[config.mk]
export PLATFORM = sky130hd
export DESIGN_NAME = uart_frame_dispatcher
export DESIGN_NICKNAME = d
export VERILOG_FILES = /design/src/rtl/uart_frame_dispatcher.sv
export SDC_FILE = /design/constraint.sdc
export NUM_CORES = 1
export LEC_CHECK = 0
export ABC_AREA = 1
export CORE_UTILIZATION = 30
export DETAILED_ROUTE_END_ITERATION = 8
export PLACE_DENSITY = 0.51
export SYNTH_ARGS = -nofsm -noshare
export SYNTH_HDL_FRONTEND = slang
export SYNTH_SLANG_ARGS = --single-unit
[constraint.sdc]
create_clock -name clk -period 2.6 [get_ports clk]
set_input_delay 0.39 -clock clk [delete_from_list [all_inputs] [get_ports clk]]
set_output_delay 0.39 -clock clk [all_outputs]
set_load 0.005 [all_outputs]
[src/rtl/uart_frame_dispatcher.sv]
`timescale 1ns/1ps
// uart_frame_dispatcher
// Pulls one 16-bit sample (12-bit sine index + 4-bit module id) from the SPI
// receiver and delivers it as a two-byte frame over a bank of UART
// transmitters. Each selected channel does its own start/busy handshake, and
// a timeout guards every byte. A clean frame is followed by a shoot pulse.
// A pacing gap then runs before the next sample request.
module uart_frame_dispatcher #(
    parameter int NUM_CH         = 9,
    parameter int PACE_CYCLES    = 256,
    parameter int TIMEOUT_CYCLES = 4096,
    parameter int SHOOT_WIDTH    = 4
) (
    input  logic                  clk,
    input  logic                  reset,
    input  logic                  enable,
    input  logic                  addr_mode,
    input  logic [NUM_CH-1:0]     ch_enable,
    output logic                  sample_req,
    input  logic                  sample_valid,
    input  logic [11:0]           sin_index,
    input  logic [3:0]            uart_id,
    output logic [NUM_CH-1:0]     start_tx,
    output logic [8*NUM_CH-1:0]   data_to_tx,
    input  logic [NUM_CH-1:0]     tx_busy,
    output logic                  shoot,
    output logic                  busy,
    output logic [NUM_CH-1:0]     ch_error,
    input  logic                  err_clr
);

    // One shared counter serves the byte timeout, the shoot width and the pace gap.
    localparam int CNT_MAX_A = (PACE_CYCLES > TIMEOUT_CYCLES) ? PACE_CYCLES : TIMEOUT_CYCLES;
    localparam int CNT_MAX   = (CNT_MAX_A > SHOOT_WIDTH) ? CNT_MAX_A : SHOOT_WIDTH;
    localparam int CNT_W     = $clog2(CNT_MAX);

    localparam logic [CNT_W-1:0] TIMEOUT_LAST = CNT_W'(TIMEOUT_CYCLES - 1);
    localparam logic [CNT_W-1:0] SHOOT_LAST   = CNT_W'(SHOOT_WIDTH - 1);
    localparam logic [CNT_W-1:0] PACE_LAST    = CNT_W'(PACE_CYCLES - 1);

    typedef enum logic [2:0] {
        IDLE,
        REQUEST,
        SEND_HI,
        WAIT_HI,
        SEND_LO,
        WAIT_LO,
        SHOOT,
        PACE
    } state_t;

    state_t             state_reg, state_next;
    logic [CNT_W-1:0]   cnt_reg, cnt_next;
    logic [NUM_CH-1:0]  sel_reg, sel_next;
    logic [NUM_CH-1:0]  acked_reg, acked_next;
    logic [NUM_CH-1:0]  done_reg, done_next;
    logic [7:0]         byte_reg, byte_next;
    logic [7:0]         lo_byte_reg, lo_byte_next;
    logic [NUM_CH-1:0]  start_tx_reg, start_tx_next;
    logic               sample_req_reg, sample_req_next;
    logic               shoot_reg, shoot_next;
    logic               busy_reg, busy_next;
    logic [NUM_CH-1:0]  ch_error_reg, ch_error_next;

    logic [NUM_CH-1:0]  id_onehot;
    logic [NUM_CH-1:0]  capture_sel;
    logic               in_byte;

    // An id outside the channel range decodes to an empty mask, so the frame drops.
    genvar gi;
    generate
        for (gi = 0; gi < NUM_CH; gi++) begin : g_lane
            assign id_onehot[gi]              = (uart_id == 4'(gi));
            assign data_to_tx[8*gi +: 8]      = byte_reg;
        end
    endgenerate

    assign capture_sel = addr_mode ? id_onehot : ch_enable;

    assign sample_req = sample_req_reg;
    assign start_tx   = start_tx_reg;
    assign shoot      = shoot_reg;
    assign busy       = busy_reg;
    assign ch_error   = ch_error_reg;

    // State register and every registered output, cleared asynchronously.
    always_ff @(posedge clk or posedge reset) begin
        if (reset) begin
            state_reg      <= IDLE;
            cnt_reg        <= '0;
            sel_reg        <= '0;
            acked_reg      <= '0;
            done_reg       <= '0;
            byte_reg       <= '0;
            lo_byte_reg    <= '0;
            start_tx_reg   <= '0;
            sample_req_reg <= 1'b0;
            shoot_reg      <= 1'b0;
            busy_reg       <= 1'b0;
            ch_error_reg   <= '0;
        end else begin
            state_reg      <= state_next;
            cnt_reg        <= cnt_next;
            sel_reg        <= sel_next;
            acked_reg      <= acked_next;
            done_reg       <= done_next;
            byte_reg       <= byte_next;
            lo_byte_reg    <= lo_byte_next;
            start_tx_reg   <= start_tx_next;
            sample_req_reg <= sample_req_next;
            shoot_reg      <= shoot_next;
            busy_reg       <= busy_next;
            ch_error_reg   <= ch_error_next;
        end
    end

    // Next-state logic. Outputs are derived from the next state so they are registered without extra latency.
    always_comb begin
        state_next    = state_reg;
        cnt_next      = cnt_reg + CNT_W'(1);
        sel_next      = sel_reg;
        acked_next    = acked_reg;
        done_next     = done_reg;
        byte_next     = byte_reg;
        lo_byte_next  = lo_byte_reg;
        ch_error_next = err_clr ? '0 : ch_error_reg;

        case (state_reg)
            IDLE: begin
                cnt_next = '0;
                if (enable) begin
                    state_next = REQUEST;
                end
            end
            REQUEST: begin
                cnt_next = '0;
                if (sample_valid) begin
                    sel_next     = capture_sel;
                    byte_next    = sin_index[11:4];
                    lo_byte_next = {sin_index[3:0], uart_id};
                    acked_next   = '0;
                    done_next    = '0;
                    state_next   = (capture_sel == '0) ? PACE : SEND_HI;
                end
            end
            SEND_HI, SEND_LO: begin
                // First cycle of a byte: handshake tracking restarts from scratch.
                acked_next = sel_reg & tx_busy;
                done_next  = '0;
                state_next = (state_reg == SEND_HI) ? WAIT_HI : WAIT_LO;
            end
            WAIT_HI, WAIT_LO: begin
                acked_next = acked_reg | (sel_reg & tx_busy);
                done_next  = done_reg | (acked_reg & ~tx_busy);
                if (done_reg == sel_reg) begin
                    cnt_next = '0;
                    if (state_reg == WAIT_HI) begin
                        state_next = SEND_LO;
                        byte_next  = lo_byte_reg;
                        acked_next = '0;
                        done_next  = '0;
                    end else begin
                        state_next = SHOOT;
                    end
                end else if (cnt_reg == TIMEOUT_LAST) begin
                    // Blame only the channels that had not finished this byte.
                    ch_error_next = ch_error_next | (sel_reg & ~done_reg);
                    cnt_next      = '0;
                    state_next    = PACE;
                end
            end
            SHOOT: begin
                if (cnt_reg == SHOOT_LAST) begin
                    cnt_next   = '0;
                    state_next = PACE;
                end
            end
            PACE: begin
                if (cnt_reg == PACE_LAST) begin
                    cnt_next   = '0;
                    state_next = enable ? REQUEST : IDLE;
                end
            end
            default: begin
                cnt_next   = '0;
                state_next = IDLE;
            end
        endcase

        in_byte = (state_next == SEND_HI) || (state_next == WAIT_HI) ||
                  (state_next == SEND_LO) || (state_next == WAIT_LO);

        sample_req_next = (state_next == REQUEST);
        shoot_next      = (state_next == SHOOT);
        busy_next       = (state_next != IDLE);
        start_tx_next   = in_byte ? (sel_next & ~acked_next) : '0;
    end

endmodule
==> results.tsv <==
metric	value	unit
outcome	finished, final reports clean	
post-CTS resize count	0	
critical path capture point type	register	
number of diodes	0	
num rows	44	
Area growth syn-to-layout	31.1	%
RR Startpoint	sel_reg[6]$_DFF_PP0_	
fin crit share	84.7	%
via count	3690	
ranking of synthesized cells by area	dfrtp_1 (44%), buf_4 (11%), nand2_1 (11%)	
share of cells above drive strength 1	9.31	%
die span in y	125	um
EDFF count, synth	0	
Iter 0 DRT Violations	137	
I/O Buffers	132	
slowest stage cell, crit path	dfrtp_1	
dpl hpwl	8.59	mm
total power	2.92	mW
clock root buffer master	clkbuf_16	
Max-Cap Viols	0	
Max VDD drop	0.000308	V
Yosys top cell area share	43.9	%
grt total ovfl	0	
postcts setup bufs	0	
CP cell instances	ha_1, nand2_1, nor2_1, nand3_1, nand2_4, inv_4, a21oi_2, nand2_1, and3_1	
Cell variety after synth	37	
Arr. time, crit path	2.42	ns
Nets	668	
CP max FO	13	
GP Congestion	0.810	
Total Wirelength	11.2	mm
worst-skew pair later-pin latency	0.34	ns
final hold vios	0	
CP peak stage delay	0.45	ns
CTS sink count	79	
clk_skew	0.00827	ns
Startpoint Class	register	
final slew viol count	0	
die area	15500	um^2
DRT antenna net count	0	
number of global-route vias before repair	3618	
cts hold-fix bufs	0	
post-DR wirelength/cell	13.9	um
CTS Buf Count	9	
Ports	133	
largest net degree at the start of global routing	80	
RSZ-0062 raised after global routing	no	
H-tree Lvls	3	
P_leak	2.69	nW
drt pass-1 iters	4	
largest area contributor in the netlist	dfrtp_1	
R2R setup slack	0.40	ns
TNS Setup	0	ns
Top cell by count, worst path	nand2_1	
final setup vio count	0	
hold crit path type	in2async	
core box area	14600	um^2
syn_nets	596	
CTS clk-pin slew, worst paths	0.06	ns
vias per cell	4.57	
Post-synth ARST share	100	%
Final min period	2.20	ns
first-pass GRT wire length	18.2	mm
yosys warns	0	
Die W	125	um
Max-slew headroom	65.8	%
top-count cell post-synth	nand2_1	
area of the mapped netlist	4500	um^2
Fillers	1431	
Initial Util	30.9	%
Syn Area/Cell	8.25	um^2
Largest register FFs	12	
flops & latches, synth	79	
# DRC	0	
CP endpoint	cnt_reg[11]$_DFF_PP0_	
CTS tree	yes	
Reg2Reg Capture Point	cnt_reg[11]$_DFF_PP0_	
FF/Latch Area	1980	um^2
Worst Tran Pin Value	0.511	ns
pwr dens	495	nW/um^2
data required time at the worst endpoint	2.82	ns
max frequency	0.454	GHz
register area share after synthesis	43.9	%
area of the multi-input gates	1820	um^2
Commonest cells post-synth	nand2_1 (129), dfrtp_1 (79), nor2_1 (68)	
Reg2Reg Depth	9	
hold slack	0.455	ns
gr usage total	14.7	%
Critical Path Source	sel_reg[6]$_DFF_PP0_	
main flop type after synthesis	dfrtp_1	
Max clock buf depth	2	
initial antenna violation count	0	
Post-Synthesis Cells	546	
WS Path Type	reg2reg	
==> per-layer routing <==
metal | track usage [%] | wire [um] | vias up | part of all wire, %
met4 | 4.54 | 178 | 0 | 1.6
met2 | 25.9 | 5600 | 96 | 50
met3 | 3.74 | 500 | 13 | 4.5
met5 | 0 | 0 | - | 0
li1 | - | - | 1827 | -
met1 | 17.4 | 4950 | 1754 | 44
==> power by group <==
group	internal (mW)	switching, mW
registers	1.23	0.000000000000000349
logic	0.0666	0.0648
clock network	1.06	0.498
==> final cells by class <==
class | instances | share of cell area [%]
clock inverters | 5 | 2.18
clock buffers | 11 | 4.11
multi-input cells | 353 | 30.9
well taps | 184 | 3.90
inverters | 42 | 2.75
repair buffers | 133 | 22.7
flip-flops and latches | 79 | 33.5
==> worst max-delay path: cells and delay by family, from the launching register on <==
| kind | cells | cell delay [ns] |
|---|---|---|
| simple gates | 6 | 0.94 |
| flops | 1 | 0.45 |
| fa+ha+maj | 1 | 0.31 |
| compound gates | 1 | 0.30 |
| buf+inv | 1 | 0.09 |
==> cell usage in the layout (no fill, tap or decap), types with 3 or more instances in the layout <==
cell type          n
clkdlybuf4s50_1  132
nand2_1          129
dfrtp_1           79
nor2_1            68
inv_1             33
nand3_1           32
o21ai_0           22
a21oi_1           21
nor2_2            11
ha_1              10
a31oi_1            9
clkbuf_16          9
o21ai_1            8
a21boi_0           6
nand2_2            5
inv_2              4
nand2_4            4
bufinv_16          4
nor2_4             3
==> worst min-delay path by stage <==
| stage | endpoint | depth (start not counted) | from |
|---|---|---|---|
| final | ch_error[3]$_DFF_PP0_ | 3 | reset |
| after global routing | ch_error[2]$_DFF_PP0_ | 3 | reset |
| after CTS | lo_byte_reg[7]$_DFFE_PP0P_ | 2 | lo_byte_reg[7]$_DFFE_PP0P_ |
| after detailed placement | lo_byte_reg[5]$_DFFE_PP0P_ | 2 | lo_byte_reg[5]$_DFFE_PP0P_ |
| after global placement | lo_byte_reg[7]$_DFFE_PP0P_ | 2 | lo_byte_reg[7]$_DFFE_PP0P_ |
| after floorplan | cnt_reg[0]$_DFF_PP0_ | 1 | cnt_reg[0]$_DFF_PP0_ |
==> cell families (layout without fill, tap and decap cells) <==
group / after synthesis / in the layout / share of synthesized area (%)
AO/OA/AOI/OAI: 74 / 74 / 9.89
XOR/XNOR: 4 / 4 / 0.778
adder cells (fa/ha/maj): 10 / 10 / 2.78
buffers and inverters: 114 / 191 / 15.6
flip-flops: 79 / 79 / 43.9
AND/OR/NAND/NOR: 265 / 265 / 27.1
==> per-stage QoR <==
step	cell area (um^2)	utilization, %	instances	setup WS (ns)
detailed placement	5540	37.9	791	0.327
global route	5910	40.5	807	0.261
CTS	5910	40.5	807	0.371
floorplan	4500	-	546	0.187
finish	5910	40.5	807	0.397
global placement	5540	37.9	791	0.355
No activity file was read; power rests on OpenSTA's default activity.
